[src/rtl/dsi_pkg.sv]
// Shared definitions for the DSI packet builder slice.
// Holds data-type constants, the builder FSM state type, the CRC polynomial
// and the header ECC / CRC byte-update helper functions.
package dsi_pkg;

  // DSI data types used by the upstream packet assembler
  localparam logic [5:0] DT_VSS      = 6'h01;
  localparam logic [5:0] DT_VSE      = 6'h11;
  localparam logic [5:0] DT_HSS      = 6'h21;
  localparam logic [5:0] DT_HSE      = 6'h31;
  localparam logic [5:0] DT_BLANKING = 6'h19;
  localparam logic [5:0] DT_RGB888   = 6'h3E;
  localparam logic [5:0] DT_EOTP     = 6'h08;

  // x^16+x^12+x^5+1, bit-reversed for LSB-first shifting
  localparam logic [15:0] CRC_POLY = 16'h8408;

  typedef enum logic [2:0] {
    ST_IDLE    = 3'd0,
    ST_HDR     = 3'd1,
    ST_PAYLOAD = 3'd2,
    ST_CRC_LO  = 3'd3,
    ST_CRC_HI  = 3'd4
  } state_t;

  // 6-bit Hamming ECC over the 24 header bits, d[0] = DI bit 0
  function automatic logic [7:0] dsi_ecc(input logic [23:0] d);
    logic [7:0] e;
    e    = 8'h00;
    e[0] = d[0]^d[1]^d[2]^d[4]^d[5]^d[7]^d[10]^d[11]^d[13]^d[16]^d[20]^d[21]^d[22]^d[23];
    e[1] = d[0]^d[1]^d[3]^d[4]^d[6]^d[8]^d[10]^d[12]^d[14]^d[17]^d[20]^d[21]^d[22]^d[23];
    e[2] = d[0]^d[2]^d[3]^d[5]^d[6]^d[9]^d[11]^d[12]^d[15]^d[18]^d[20]^d[21]^d[22];
    e[3] = d[1]^d[2]^d[3]^d[7]^d[8]^d[9]^d[13]^d[14]^d[15]^d[19]^d[20]^d[21]^d[23];
    e[4] = d[4]^d[5]^d[6]^d[7]^d[8]^d[9]^d[16]^d[17]^d[18]^d[19]^d[20]^d[22]^d[23];
    e[5] = d[10]^d[11]^d[12]^d[13]^d[14]^d[15]^d[16]^d[17]^d[18]^d[19]^d[21]^d[22]^d[23];
    return e;
  endfunction

  // Reflected CRC-16 update for one byte, LSB first, no final XOR
  function automatic logic [15:0] crc16_byte_update(input logic [15:0] crc,
                                                    input logic [7:0]  data);
    logic [15:0] c;
    c = crc ^ {8'h00, data};
    for (int i = 0; i < 8; i++) begin
      if (c[0]) begin
        c = {1'b0, c[15:1]} ^ CRC_POLY;
      end else begin
        c = {1'b0, c[15:1]};
      end
    end
    return c;
  endfunction

endpackage

[src/rtl/dsi_packet_builder_if.sv]
// Handshake bundle of the DSI packet builder.
// Command channel (cmd_*), payload byte channel (pld_*), output byte
// channel (out_*) and the busy status. The builder uses the slave modport,
// the upstream/downstream side uses master.
interface dsi_packet_builder_if;
  import dsi_pkg::*;

  logic        cmd_valid;
  logic        cmd_ready;
  logic [5:0]  cmd_dt;
  logic [1:0]  cmd_vc;
  logic [15:0] cmd_wc;
  logic        cmd_long;
  logic        pld_valid;
  logic        pld_ready;
  logic [7:0]  pld_data;
  logic        out_valid;
  logic        out_ready;
  logic [7:0]  out_data;
  logic        out_sop;
  logic        out_eop;
  logic        busy;

  modport slave (
    input  cmd_valid, cmd_dt, cmd_vc, cmd_wc, cmd_long,
    input  pld_valid, pld_data, out_ready,
    output cmd_ready, pld_ready, out_valid, out_data, out_sop, out_eop, busy
  );

  modport master (
    output cmd_valid, cmd_dt, cmd_vc, cmd_wc, cmd_long,
    output pld_valid, pld_data, out_ready,
    input  cmd_ready, pld_ready, out_valid, out_data, out_sop, out_eop, busy
  );

endinterface

[src/rtl/dsi_crc16_byte.sv]
// Byte-wide CRC-16 accumulator for the long-packet footer.
// Ports: clk, rst_n (async active-low), init (reload seed), en (fold data
// into the CRC), data (byte), crc (current accumulated value).
module dsi_crc16_byte
  import dsi_pkg::*;
#(
  parameter logic [15:0] CRC_SEED = 16'hFFFF
) (
  input  logic        clk,
  input  logic        rst_n,
  input  logic        init,
  input  logic        en,
  input  logic [7:0]  data,
  output logic [15:0] crc
);

  logic [15:0] crc_r;

  // CRC register: seed on reset/init, fold one byte per enabled cycle
  always_ff @(posedge clk or negedge rst_n) begin
    if (!rst_n) begin
      crc_r <= CRC_SEED;
    end else if (init) begin
      crc_r <= CRC_SEED;
    end else if (en) begin
      crc_r <= crc16_byte_update(crc_r, data);
    end else begin
      crc_r <= crc_r;
    end
  end

  assign crc = crc_r;

endmodule

[src/rtl/dsi_packet_builder.sv]
// DSI packet builder: turns one packet command plus a payload byte stream
// into a byte stream of header (DI, WC lo, WC hi, ECC), payload and, for
// long packets, a 2-byte CRC footer.
// Ports: clk, rst_n (async active-low), bus (slave side of
// dsi_packet_builder_if: cmd_*, pld_*, out_*, busy).
module dsi_packet_builder
  import dsi_pkg::*;
#(
  parameter logic [15:0] CRC_SEED = 16'hFFFF,
  parameter bit          ECC_EN   = 1'b1
) (
  input logic                 clk,
  input logic                 rst_n,
  dsi_packet_builder_if.slave bus
);

  state_t      state_r, state_s;
  logic [1:0]  hdr_idx_r;
  logic [5:0]  dt_r;
  logic [1:0]  vc_r;
  logic [15:0] wc_r;
  logic        long_r;
  logic [15:0] cnt_r;
  logic [15:0] crc_s;
  logic [7:0]  ecc_s;

  logic        cmd_ready_s, pld_ready_s, out_valid_s, sop_s, eop_s;
  logic [7:0]  out_data_s;
  logic        cmd_xfer_s, hdr_xfer_s, pld_xfer_s;

  assign cmd_xfer_s = bus.cmd_valid && cmd_ready_s;
  assign hdr_xfer_s = (state_r == ST_HDR) && bus.out_ready;
  assign pld_xfer_s = (state_r == ST_PAYLOAD) && bus.pld_valid && bus.out_ready;
  assign ecc_s      = ECC_EN ? dsi_ecc({wc_r, vc_r, dt_r}) : 8'h00;

  dsi_crc16_byte #(.CRC_SEED(CRC_SEED)) u_crc (
    .clk   (clk),
    .rst_n (rst_n),
    .init  (cmd_xfer_s),
    .en    (pld_xfer_s),
    .data  (bus.pld_data),
    .crc   (crc_s)
  );

  // State, latched command, header index and payload counter
  always_ff @(posedge clk or negedge rst_n) begin
    if (!rst_n) begin
      state_r   <= ST_IDLE;
      hdr_idx_r <= 2'd0;
      dt_r      <= 6'd0;
      vc_r      <= 2'd0;
      wc_r      <= 16'd0;
      long_r    <= 1'b0;
      cnt_r     <= 16'd0;
    end else begin
      state_r <= state_s;
      if (cmd_xfer_s) begin
        dt_r      <= bus.cmd_dt;
        vc_r      <= bus.cmd_vc;
        wc_r      <= bus.cmd_wc;
        long_r    <= bus.cmd_long;
        hdr_idx_r <= 2'd0;
        cnt_r     <= bus.cmd_wc;
      end else begin
        if (hdr_xfer_s) begin
          hdr_idx_r <= hdr_idx_r + 2'd1;
        end
        // Only decremented in PAYLOAD, which is left when cnt_r hits 1
        if (pld_xfer_s) begin
          cnt_r <= cnt_r - 16'd1;
        end
      end
    end
  end

  // Next state and per-state output byte/handshake selection
  always_comb begin
    state_s     = state_r;
    cmd_ready_s = 1'b0;
    pld_ready_s = 1'b0;
    out_valid_s = 1'b0;
    out_data_s  = 8'h00;
    sop_s       = 1'b0;
    eop_s       = 1'b0;
    case (state_r)
      ST_IDLE: begin
        cmd_ready_s = 1'b1;
        if (bus.cmd_valid) begin
          state_s = ST_HDR;
        end else begin
          state_s = ST_IDLE;
        end
      end
      ST_HDR: begin
        out_valid_s = 1'b1;
        case (hdr_idx_r)
          2'd0: begin
            out_data_s = {vc_r, dt_r};
            sop_s      = 1'b1;
          end
          2'd1: out_data_s = wc_r[7:0];
          2'd2: out_data_s = wc_r[15:8];
          2'd3: begin
            out_data_s = ecc_s;
            eop_s      = !long_r;
          end
          default: out_data_s = 8'h00;
        endcase
        if (bus.out_ready && (hdr_idx_r == 2'd3)) begin
          if (!long_r) begin
            state_s = ST_IDLE;
          end else if (wc_r != 16'd0) begin
            state_s = ST_PAYLOAD;
          end else begin
            state_s = ST_CRC_LO;
          end
        end else begin
          state_s = ST_HDR;
        end
      end
      ST_PAYLOAD: begin
        // Pass-through: upstream byte goes straight to the output
        out_valid_s = bus.pld_valid;
        out_data_s  = bus.pld_data;
        pld_ready_s = bus.out_ready;
        if (pld_xfer_s && (cnt_r == 16'd1)) begin
          state_s = ST_CRC_LO;
        end else begin
          state_s = ST_PAYLOAD;
        end
      end
      ST_CRC_LO: begin
        out_valid_s = 1'b1;
        out_data_s  = crc_s[7:0];
        if (bus.out_ready) begin
          state_s = ST_CRC_HI;
        end else begin
          state_s = ST_CRC_LO;
        end
      end
      ST_CRC_HI: begin
        out_valid_s = 1'b1;
        out_data_s  = crc_s[15:8];
        eop_s       = 1'b1;
        if (bus.out_ready) begin
          state_s = ST_IDLE;
        end else begin
          state_s = ST_CRC_HI;
        end
      end
      default: begin
        state_s = ST_IDLE;
      end
    endcase
  end

  assign bus.cmd_ready = cmd_ready_s;
  assign bus.pld_ready = pld_ready_s;
  assign bus.out_valid = out_valid_s;
  assign bus.out_data  = out_data_s;
  assign bus.out_sop   = sop_s;
  assign bus.out_eop   = eop_s;
  assign bus.busy      = (state_r != ST_IDLE);

endmodule

[src/flat_wrapper.sv]
// flat-port wrapper written by rule: the top's interface ports become plain ports
module dsi_packet_builder_flat import dsi_pkg::*;
#(
  parameter logic [15:0] CRC_SEED = 16'hFFFF,
  parameter bit          ECC_EN   = 1'b1
)
  (clk, rst_n, bus_cmd_valid, bus_cmd_dt, bus_cmd_vc, bus_cmd_wc, bus_cmd_long, bus_pld_valid, bus_pld_data, bus_out_ready, bus_cmd_ready, bus_pld_ready, bus_out_valid, bus_out_data, bus_out_sop, bus_out_eop, bus_busy);
  dsi_packet_builder_if bus_i ();
  input logic clk;
  input logic rst_n;
  input wire logic [$bits(bus_i.cmd_valid)-1:0] bus_cmd_valid;
  input wire logic [$bits(bus_i.cmd_dt)-1:0] bus_cmd_dt;
  input wire logic [$bits(bus_i.cmd_vc)-1:0] bus_cmd_vc;
  input wire logic [$bits(bus_i.cmd_wc)-1:0] bus_cmd_wc;
  input wire logic [$bits(bus_i.cmd_long)-1:0] bus_cmd_long;
  input wire logic [$bits(bus_i.pld_valid)-1:0] bus_pld_valid;
  input wire logic [$bits(bus_i.pld_data)-1:0] bus_pld_data;
  input wire logic [$bits(bus_i.out_ready)-1:0] bus_out_ready;
  output wire logic [$bits(bus_i.cmd_ready)-1:0] bus_cmd_ready;
  output wire logic [$bits(bus_i.pld_ready)-1:0] bus_pld_ready;
  output wire logic [$bits(bus_i.out_valid)-1:0] bus_out_valid;
  output wire logic [$bits(bus_i.out_data)-1:0] bus_out_data;
  output wire logic [$bits(bus_i.out_sop)-1:0] bus_out_sop;
  output wire logic [$bits(bus_i.out_eop)-1:0] bus_out_eop;
  output wire logic [$bits(bus_i.busy)-1:0] bus_busy;
  assign bus_i.cmd_valid = bus_cmd_valid;
  assign bus_i.cmd_dt = bus_cmd_dt;
  assign bus_i.cmd_vc = bus_cmd_vc;
  assign bus_i.cmd_wc = bus_cmd_wc;
  assign bus_i.cmd_long = bus_cmd_long;
  assign bus_i.pld_valid = bus_pld_valid;
  assign bus_i.pld_data = bus_pld_data;
  assign bus_i.out_ready = bus_out_ready;
  assign bus_cmd_ready = bus_i.cmd_ready;
  assign bus_pld_ready = bus_i.pld_ready;
  assign bus_out_valid = bus_i.out_valid;
  assign bus_out_data = bus_i.out_data;
  assign bus_out_sop = bus_i.out_sop;
  assign bus_out_eop = bus_i.out_eop;
  assign bus_busy = bus_i.busy;
  dsi_packet_builder #(.CRC_SEED(CRC_SEED), .ECC_EN(ECC_EN)) u_core (.clk(clk), .rst_n(rst_n), .bus(bus_i));
endmodule
[config.mk]
export PLATFORM = sky130hd
export DESIGN_NAME = dsi_packet_builder_flat
export DESIGN_NICKNAME = d
export VERILOG_FILES = /design/src/rtl/dsi_pkg.sv /design/src/rtl/dsi_packet_builder_if.sv /design/src/rtl/dsi_crc16_byte.sv /design/src/rtl/dsi_packet_builder.sv /design/src/flat_wrapper.sv
export SDC_FILE = /design/constraint.sdc
export NUM_CORES = 1
export LEC_CHECK = 0
export CORE_MARGIN = 2
export CORE_UTILIZATION = 40
export DETAILED_ROUTE_END_ITERATION = 8
export GPL_TIMING_DRIVEN = 0
export HOLD_SLACK_MARGIN = 0.12
export PLACE_DENSITY = 0.63
export SLEW_MARGIN = 0
export SYNTH_ARGS = -nofsm -noshare
export SYNTH_HDL_FRONTEND = slang
export SYNTH_SLANG_ARGS = --single-unit
[constraint.sdc]
create_clock -name clk -period 3.4 [get_ports clk]
set_clock_uncertainty 0.05 [all_clocks]
set_input_delay 0.85 -clock clk [delete_from_list [all_inputs] [get_ports clk]]
set_output_delay 0.85 -clock clk [all_outputs]
set_load 0.005 [all_outputs]
# Word level (Yosys, flattened, before mapping)
# Index checks and enable logic that the tools add are counted.
# word_totals
regBits	62
in_bits	38
# op_classes
n_addsub	2
n_eq_ne	8
mux	45
n_bitwise	82
n_reduce_logical	14
# op_table
op	n
$mux W16	26
$xor A1 B1 Y1	73
$pmux W8 S4	2
$not A2 Y3	8
$eq A16 B1 Y1 const B	1
$reduce_bool A16 Y1	1
$sub A16 B1 Y16 const B	1
$xor A16 B8 Y16	1
$pmux W3 S5	1
$mux W3	4
$mux W1	8
$eq A3 B2 Y1 const B	2
$logic_and A1 B1 Y1	6
$eq A2 B2 Y1 const B	2
$mux W2	2
$pmux W1 S2	2
$reduce_bool A2 Y1	2
$eq A3 B1 Y1 const B	1
$eq A3 B3 Y1 const B	1
$logic_not A3 Y1	1
$reduce_bool A3 Y1	1
$reduce_or A3 Y1	1
$add A2 B1 Y2 const B	1
$eq A2 B1 Y1 const B	1
2 further kinds	2

# Longest topological paths before layout
# Gate-level depths: netlist (run 1).
# logic_depth
word_depth	33
mapped_depth	8
depth_no_buf	7

# Modules after synthesis
# From an unflattened synthesis (run 1), not the netlist that was laid out.
# unflattened
cells_unflattened	430
hier_area_um2	4154.0
# modules_own_cells
mod	n_inst	cells_per_inst	area_each_um2	seq_area_each_um2
dsi_packet_builder	1	350	3129.3	1151.1
dsi_crc16_byte	1	80	1024.7	420.4

# Least setup slack after synthesis (run 1)
# Ideal clock, no wire load.
# synth_path
kind	input port to flip-flop
start	input bus_out_ready
end	register u_core.cnt_r[12]
setup_ns	0.142
arrival_time_ns	2.514
required_time_ns	3.208
slack_ns	0.694
cell_stages	7
cell_sequence	buf_2 nor4bb_1 and2_1 clkbuf_1 nand4_1 o311ai_0 o211ai_1
# synth_between
elab_chain_cells	2
# synth_rtl
item	line_no	rtl
start: declaration	flat_wrapper.sv:18	input wire logic [$bits(bus_i.out_ready)-1:0] bus_out_ready;
$logic_and A1 B1 Y1	dsi_packet_builder.sv:33	assign pld_xfer_s = (state_r == ST_PAYLOAD) && bus.pld_valid && bus.out_ready;
$reduce_bool A2 Y1 (no line)	--	
end signal: assignment	dsi_packet_builder.sv:63	cnt_r <= bus.cmd_wc;
end signal: assignment	dsi_packet_builder.sv:70	cnt_r <= cnt_r - 16'd1;
end: declaration	dsi_packet_builder.sv:23	logic [15:0] cnt_r;
# No other way between the ends.
# A chain may end at the register's enable or synchronous reset.

# Worst setup path in the final report (run 1)
# layout_path
start	register u_core.hdr_idx_r[1]
end	output bus_out_data[2]
# layout_between
elab_chain_cells	3
elab_cells_between_ends	6
cone_classes	3 x eq/ne; 2 x mux; 1 x reduce/logical
# layout_rtl
item	line_no	rtl
start: declaration	dsi_packet_builder.sv:18	logic [1:0] hdr_idx_r;
start signal: assignment	dsi_packet_builder.sv:66	hdr_idx_r <= hdr_idx_r + 2'd1;
$eq A2 B2 Y1, or another cell as far along	dsi_packet_builder.sv:96	case (hdr_idx_r)
$pmux W8 S4 *	dsi_packet_builder.sv:96	
$pmux W8 S4 *	dsi_packet_builder.sv:85	case (state_r)
end: declaration	flat_wrapper.sv:22	output wire logic [$bits(bus_i.out_data)-1:0] bus_out_data;
# Every way passes the cells marked *; elsewhere a longest branch is shown, timed or not.

==> flow_metrics.tcl, run 1 <==
set metrics [dict create \
    run_status "finished, final reports clean" \
    synth_edf_count 0 \
    rsz0062_at_grt "yes" \
    grt_use_total_pct 22.5 \
    netlist_top_cells_count "nand2_1, dfrtp_1, xnor2_1, o21ai_0, a21oi_1" \
    io_buffer_count 50 \
    max_freq_ghz 0.297 \
    gp_congestion 0.937 \
    finalHoldViolations 0 \
    drtIter0Drc 236 \
    slew_headroom_pct 45.2 \
    hpwl_um 7940 \
    syn_area_per_cell_sq_um 9.16 \
    critical_path.max_stage_delay_ns 0.44 \
    clock_latency_ns 0.35 \
    synth_warnings 0 \
    area_growth_pct 28.9 \
    cp_slowest_cell "clkdlybuf4s50_1" \
    yosysUniqueCellTypes 47 \
    row_count 35 \
    grt_pass1_wl_um 17900 \
    worstHoldPathType "register to register" \
    final_cell_area_sq_um 5010 \
    grt_start_max_net_pins 63 \
    via_per_inst 5.36 \
    die_area_sq_um 10500 \
    numCtsBuffers 9 \
    period_minus_slack_ns 3.37 \
    synth-seq-cells 62 \
    worstPathArrival_ns 2.47 \
    antenna_cells 0 \
    yosysMostFrequentCell "nand2_1" \
    crit_family "compound AO/OA/AOI/OAI gates" \
    overflow 0 \
    synth_async_sr_flop_share_pct 100 \
    dr.pass1.iters 5 \
    end_kind "output pin" \
    cts_tree "yes" \
    die_w_um 103 \
    p_per_area_nw_per_um2 1190 \
    ant_nets 0 \
    cts.sinks 62 \
    yosys-top-cells-area "dfrtp_1, dfstp_2, xnor2_1" \
    drive_gt1_share_pct 18.1 \
    grt_antenna_before_repair 0 \
    maxCapViolCount 0 \
    fin_ws_ns 0.0307 \
    path_buf_inv 2 \
    htreeDepth 3 \
    synth_top_area_share_pct 29.6 \
    initial_core_util_pct 41.6 \
    nets 548 \
    synth_area_leader_cell "dfrtp_1" \
    wire_per_inst_um 17.7 \
    drt_wl_total_um 11300 \
    setup_viol 0 \
    start_kind "register" \
    synthesis.nets 470 \
    tightest_slew_ns 0.822 \
    crit_path_cell_trace "inv_1, ha_2, a221o_1, a221o_1, a31o_2, clkdlybuf4s50_1" \
    maxSlewViolCount 0 \
    num_vias 3410 \
    netlist_area_sq_um 3880 \
    drc 0 \
    worstPathRequired_ns 2.50 \
    clockBufferDepth 2 \
    finalCritPeriodShare_pct 99.1 \
    die_h_um 103 \
    syn_inst 424 \
    p_leak_uw 0.00216 \
    dp_worst_setup_slack_ns 0.00116 \
    place_area_sq_um 4540 \
    clk_pin_slew_ns 0.08 \
    grt_pass1_vias 3394 \
    path_common_cell "a221o_1" \
    critical_path_class "register to output pin" \
    crit_path_max_fanout 8 \
    clockRootBuffer "clkbuf_8" \
    vdd_drop_max_v 0.000561 \
    ys_seq_area_share_pct 40.5 \
    pin_count 52 \
    synth_ff_type "dfrtp_1" \
    core-area_sq_um 9330 \
]
[path summary, 6_finish.rpt]
check,from,end,slack (ns),depth (start not counted)
setup reg to reg,u_core.state_r[0],u_core.wc_r[0],0.61,8
hold / removal,u_core.cnt_r[3],u_core.cnt_r[3],0.49,1
hold reg to reg,u_core.cnt_r[3],u_core.cnt_r[3],0.49,1
max in group asynchronous,rst_n,u_core.wc_r[10],2.16,1
setup / recovery,u_core.hdr_idx_r[1],bus_out_data[2],0.03,6
min in group asynchronous,rst_n,u_core.cnt_r[5],0.53,1
[per-layer routing]
layer / track usage, % / vias to the layer above / share of wire [%]
met5: 0 / - / 0
li1: - / 1644 / -
met4: 5.85 / 0 / 1.1
met1: 32.1 / 1643 / 47
met3: 3.93 / 12 / 4.6
met2: 35.5 / 111 / 47
[flip-flops by register name, summed over array words and instances, names as in the netlist]
name / flops
u_core.cnt_r: 16
u_core.dt_r: 6
u_core.state_r: 3
u_core.u_crc.crc: 16
u_core.long_r: 1
u_core.hdr_idx_r: 2
u_core.wc_r: 16
u_core.vc_r: 2
[through the flow]
step	setup TNS, ns	instances	total power, uW	hold WS (ns)	util [%]
2_1_floorplan	0	424	3850	0.423	-
6_report	0	636	5930	0.490	53.7
3_5_place_dp	0	603	4760	0.474	48.7
5_1_grt	-0.0539	636	6320	0.512	53.7
3_3_place_gp	-29.70	603	4690	0.445	48.7
4_1_cts	-0.000817	630	5640	0.487	52.6
[power by group]
part           internal (uW)  switching (uW)  total (uW)
clock network            362             327         690
logic                   2140            1630        3760
registers               1090             388        1480
total                   3590            2340        5930
[kinds of logic (layout without fill, tap and decap cells)]
logic type	count (synthesis)	count (layout)	synth area share (%)
DFF	62	62	40.5
muxes	8	8	2.06
and+or+nand+nor	150	150	17.7
adders and majority gates	8	8	2.58
AOI/OAI and AO/OA	95	95	15.8
xor gates and xnor gates	66	66	18.1
buffers and inverters	35	118	3.41
[worst reg2reg max path, stage by stage (launching register included)]
cell and delay [ns]:
dfrtp_2 0.43, buf_4 0.16, nor3_1 0.45, and2_1 0.20
clkbuf_1 0.16, clkbuf_1 0.54, buf_1 0.54, nand2_1 0.13
nand2_1 0.09
[area by class of cell]
cell class	count	area, sq um
plain buffers	21	87.6
clock buffers	10	138
clock inverters	6	68.8
fillers	869	4320
inverters	9	33.8
multi-input cells	327	2260
flip-flops and latches	62	1590
well taps	129	161
repair buffers	72	668
[layout by cell type, fill, tap and decap left out, drive strengths merged, types with 6 or more instances in the layout]
master / instances
nand2: 91
xnor2: 46
dfrtp: 46
clkdlybuf4s50: 44
buf: 28
o21ai: 27
clkbuf: 26
a21oi: 25
dfstp: 16
nor2: 13
nor3: 13
xor2: 11
o211ai: 11
inv: 10
xnor3: 9
mux2i: 8
nand3: 8
ha: 8
a221o: 7
o311ai: 6
[timing repair]
action / CTS / global route
gates resized for setup: 28 / 18
pin swaps: 15 / 8
endpoints found under the setup margin: 8 / 6
buffers inserted: 15 / 7
hold buffers: 0 / 0
Power figures use the tool's default switching activity.
==> inputs of run 2 (changes only) <==
--- a/config.mk
+++ b/config.mk
@@ -15,3 +15,4 @@
 export SYNTH_ARGS = -nofsm -noshare
 export SYNTH_HDL_FRONTEND = slang
 export SYNTH_SLANG_ARGS = --single-unit
+export TNS_END_PERCENT = 100
==> results of run 2 <==
Final layout, timing and power as in run 1 (identical DEF).
==> RTL change (config.mk and constraints of run 2) <==
Re-encode `state_t` (5 states) as one-hot, 5 bits wide.
--- a/src/rtl/dsi_pkg.sv
+++ b/src/rtl/dsi_pkg.sv
@@ -15,12 +15,12 @@
   // x^16+x^12+x^5+1, bit-reversed for LSB-first shifting
   localparam logic [15:0] CRC_POLY = 16'h8408;
 
-  typedef enum logic [2:0] {
-    ST_IDLE    = 3'd0,
-    ST_HDR     = 3'd1,
-    ST_PAYLOAD = 3'd2,
-    ST_CRC_LO  = 3'd3,
-    ST_CRC_HI  = 3'd4
+  typedef enum logic [4:0] {
+    ST_IDLE    = 5'b00001,
+    ST_HDR     = 5'b00010,
+    ST_PAYLOAD = 5'b00100,
+    ST_CRC_LO  = 5'b01000,
+    ST_CRC_HI  = 5'b10000
   } state_t;
 
   // 6-bit Hamming ECC over the 24 header bits, d[0] = DI bit 0
Check against the original RTL: same outputs for any inputs over 4 cycles, from zero or initial values and one cycle with rst_n low; so few cycles prove little.
==> RTL change against run 2 <==
  * The flow now finishes with violations (negative setup slack)
  * Non-clock buffer count decreased by 4
  * Global-route usage decreased by 0.63 points
  * Final area increased by 10%
  * Critical path depth unchanged
  * Setup slack got worse by 0.040 ns
  * Power decreased by 6.3%
  * Sequential power decreased by 5%
  * Synthesized area increased by 9.5%
  * Sequential cell count increased by 2
  * Fmax decreased by 1.2%
  * Wire length increased by 4.9%
  * Largest power group unchanged
==> RTL change: results (changes against run 2) <==
[detailed_routing]
wl_per_cell_um = 17.80  ; +0.62%
drtIter0Drc = 270  ; +14%
dr_total_vias = 3660  ; +7.3%
drt_pre_antenna_iters = 6  ; +1

[setup_path]
cp_max_fo = 6  ; -2
cp.arrival_ns = 2.51  ; +0.04 ns
crit_family = simple AND/OR/NAND/NOR gates
reg2reg_slack_ns = 0.91  ; +0.30 ns
crit_slowest_cell = or4_4
slowest_delay_ns = 0.63  ; +0.19 ns

[placed_design]
place_inst = 636  ; +5.5%
place_congestion = 0.8566  ; -8.6%
portBuffers = 51  ; +2.0%
dp_slack_ns = -0.1987  ; -0.1998 ns
hpwlAfterDp_mm = 8.443  ; +6.4%

[global_routing]
grt_pass1_wl_mm = 19.46  ; +8.9%
grt_pass1_vias = 3653  ; +7.6%
grt_usage = 0.2183  ; -0.006317
grt_max_degree = 65  ; +3.2%
antenna_found_initial = 0  ; unchanged

[sta]
setup_violations = 1  ; +1
fin_hold_ws_ns = 0.4722  ; -0.01765 ns
relSlewSlack = 0.4615  ; +0.009703
fin_tns_setup_ns = -0.008840  ; -0.008840 ns
timing.final.ws_setup_ns = -0.008840  ; -0.03954 ns

[synthesis]
netlist_instances = 448  ; +5.7%
synth.area.top_cells = dfrtp_1 (28%), dfstp_2 (11%), xnor2_1 (8.9%)
yosys-top-cells-count = nand2_1 (76), dfrtp_1 (47), xnor2_1 (43)
ys_seq_area_frac = 0.3815  ; -0.02317
synth.distinct_cells = 57  ; +21%
synth_nets = 494  ; +5.1%

[outcome]
failed_checks = negative setup slack
outcome = complete, but fails checks

[hold_path]
min_path_type = register to register

[finish]
drive_above_1_share = 0.2372  ; +0.05573
final_nets = 569  ; +3.8%
diodes = 0  ; unchanged
stdcell_count = 663  ; +4.2%

[pwr]
leakagePower_nw = 2.345  ; +8.4%
power.internal_w = 0.003346  ; -6.9%
ir_worst_vdd_uv = 564.4  ; +0.68%

[clock_network]
clk_latency_ns = 0.34
cts_buffer_depth = 2  ; unchanged
cts_max_level = 3  ; unchanged
cts-root-buf = clkbuf_8
clk_pin_slew_ns = 0.07
cts_buffers = 9  ; unchanged

RTL change: worst register-to-register path, cell delays in order, from the launching register on:
cell and delay [ns]:
dfstp_2 0.62, or4b_4 0.51, nor3b_2 0.56, clkbuf_1 0.48, o21ai_0 0.13
RTL change: stage by stage:
step,area [µm²],utilization
finish,5525,0.5352
global route,5525,0.5352
CTS,5420,0.5250
detailed placement,4937,0.4782
global placement,4935,0.4780
floorplan,4254,-
RTL change: power groups by stage:
stage	sequential, W	clock, W	combinational (W)
5_1_grt	0.00145	0.000714	0.00372
3_3_place_gp	0.00139	0	0.00293
3_5_place_dp	0.00140	0	0.00300
4_1_cts	0.00139	0.000683	0.00336
6_report	0.00141	0.000666	0.00348
2_1_floorplan	0.00128	0	0.00232
RTL change: repair_timing:
item | 4_1_cts | 5_1_grt
cloned | 0 | 0
hold endpoints to repair | 0 | 0
resized for setup | 63 | 12
setup endpoints to repair | 11 | 8
buffers inserted | 15 | 5
pin swaps | 17 | 4
RTL change: worst paths after layout:
path,start,endpoint,cells after the start
setup / recovery,u_core.state_r[4],bus_out_data[0],6
hold reg to reg,u_core.u_crc.crc[0],u_core.u_crc.crc[0],1
setup reg to reg,u_core.state_r[0],u_core.wc_r[3],4
max in group asynchronous,rst_n,u_core.state_r[4],1
hold / removal,u_core.u_crc.crc[0],u_core.u_crc.crc[0],1
min in group asynchronous,rst_n,u_core.dt_r[1],1
RTL change: layout make-up:
type	instances	area (µm²)
repair buffers	72	664.4
flip-flops and latches	64	1637
inverters	16	63.81
plain buffers	17	93.84
well taps	136	170.2
multi-input cells	343	2701
fillers	917	4798
clock inverters	5	57.56
clock buffers	10	137.6
RTL change: cell families after synthesis:
group / synth area share
AOI/OAI and AO/OA: 0.1506
xor gates and xnor gates: 0.1738
adders and majority gates: 0.02353
buffers and inverters: 0.04205
DFF: 0.3815
muxes: 0.002353
and+or+nand+nor: 0.2262
RTL change: metal layers:
metal / GRT usage / vias up / part of all wire
li1: - / 1754 / -
met1: 0.3044 / 1789 / 0.46
met2: 0.3436 / 103 / 0.47
met3: 0.04681 / 14 / 0.053
met4: 0.05844 / 0 / 0.015
met5: 0 / - / 0
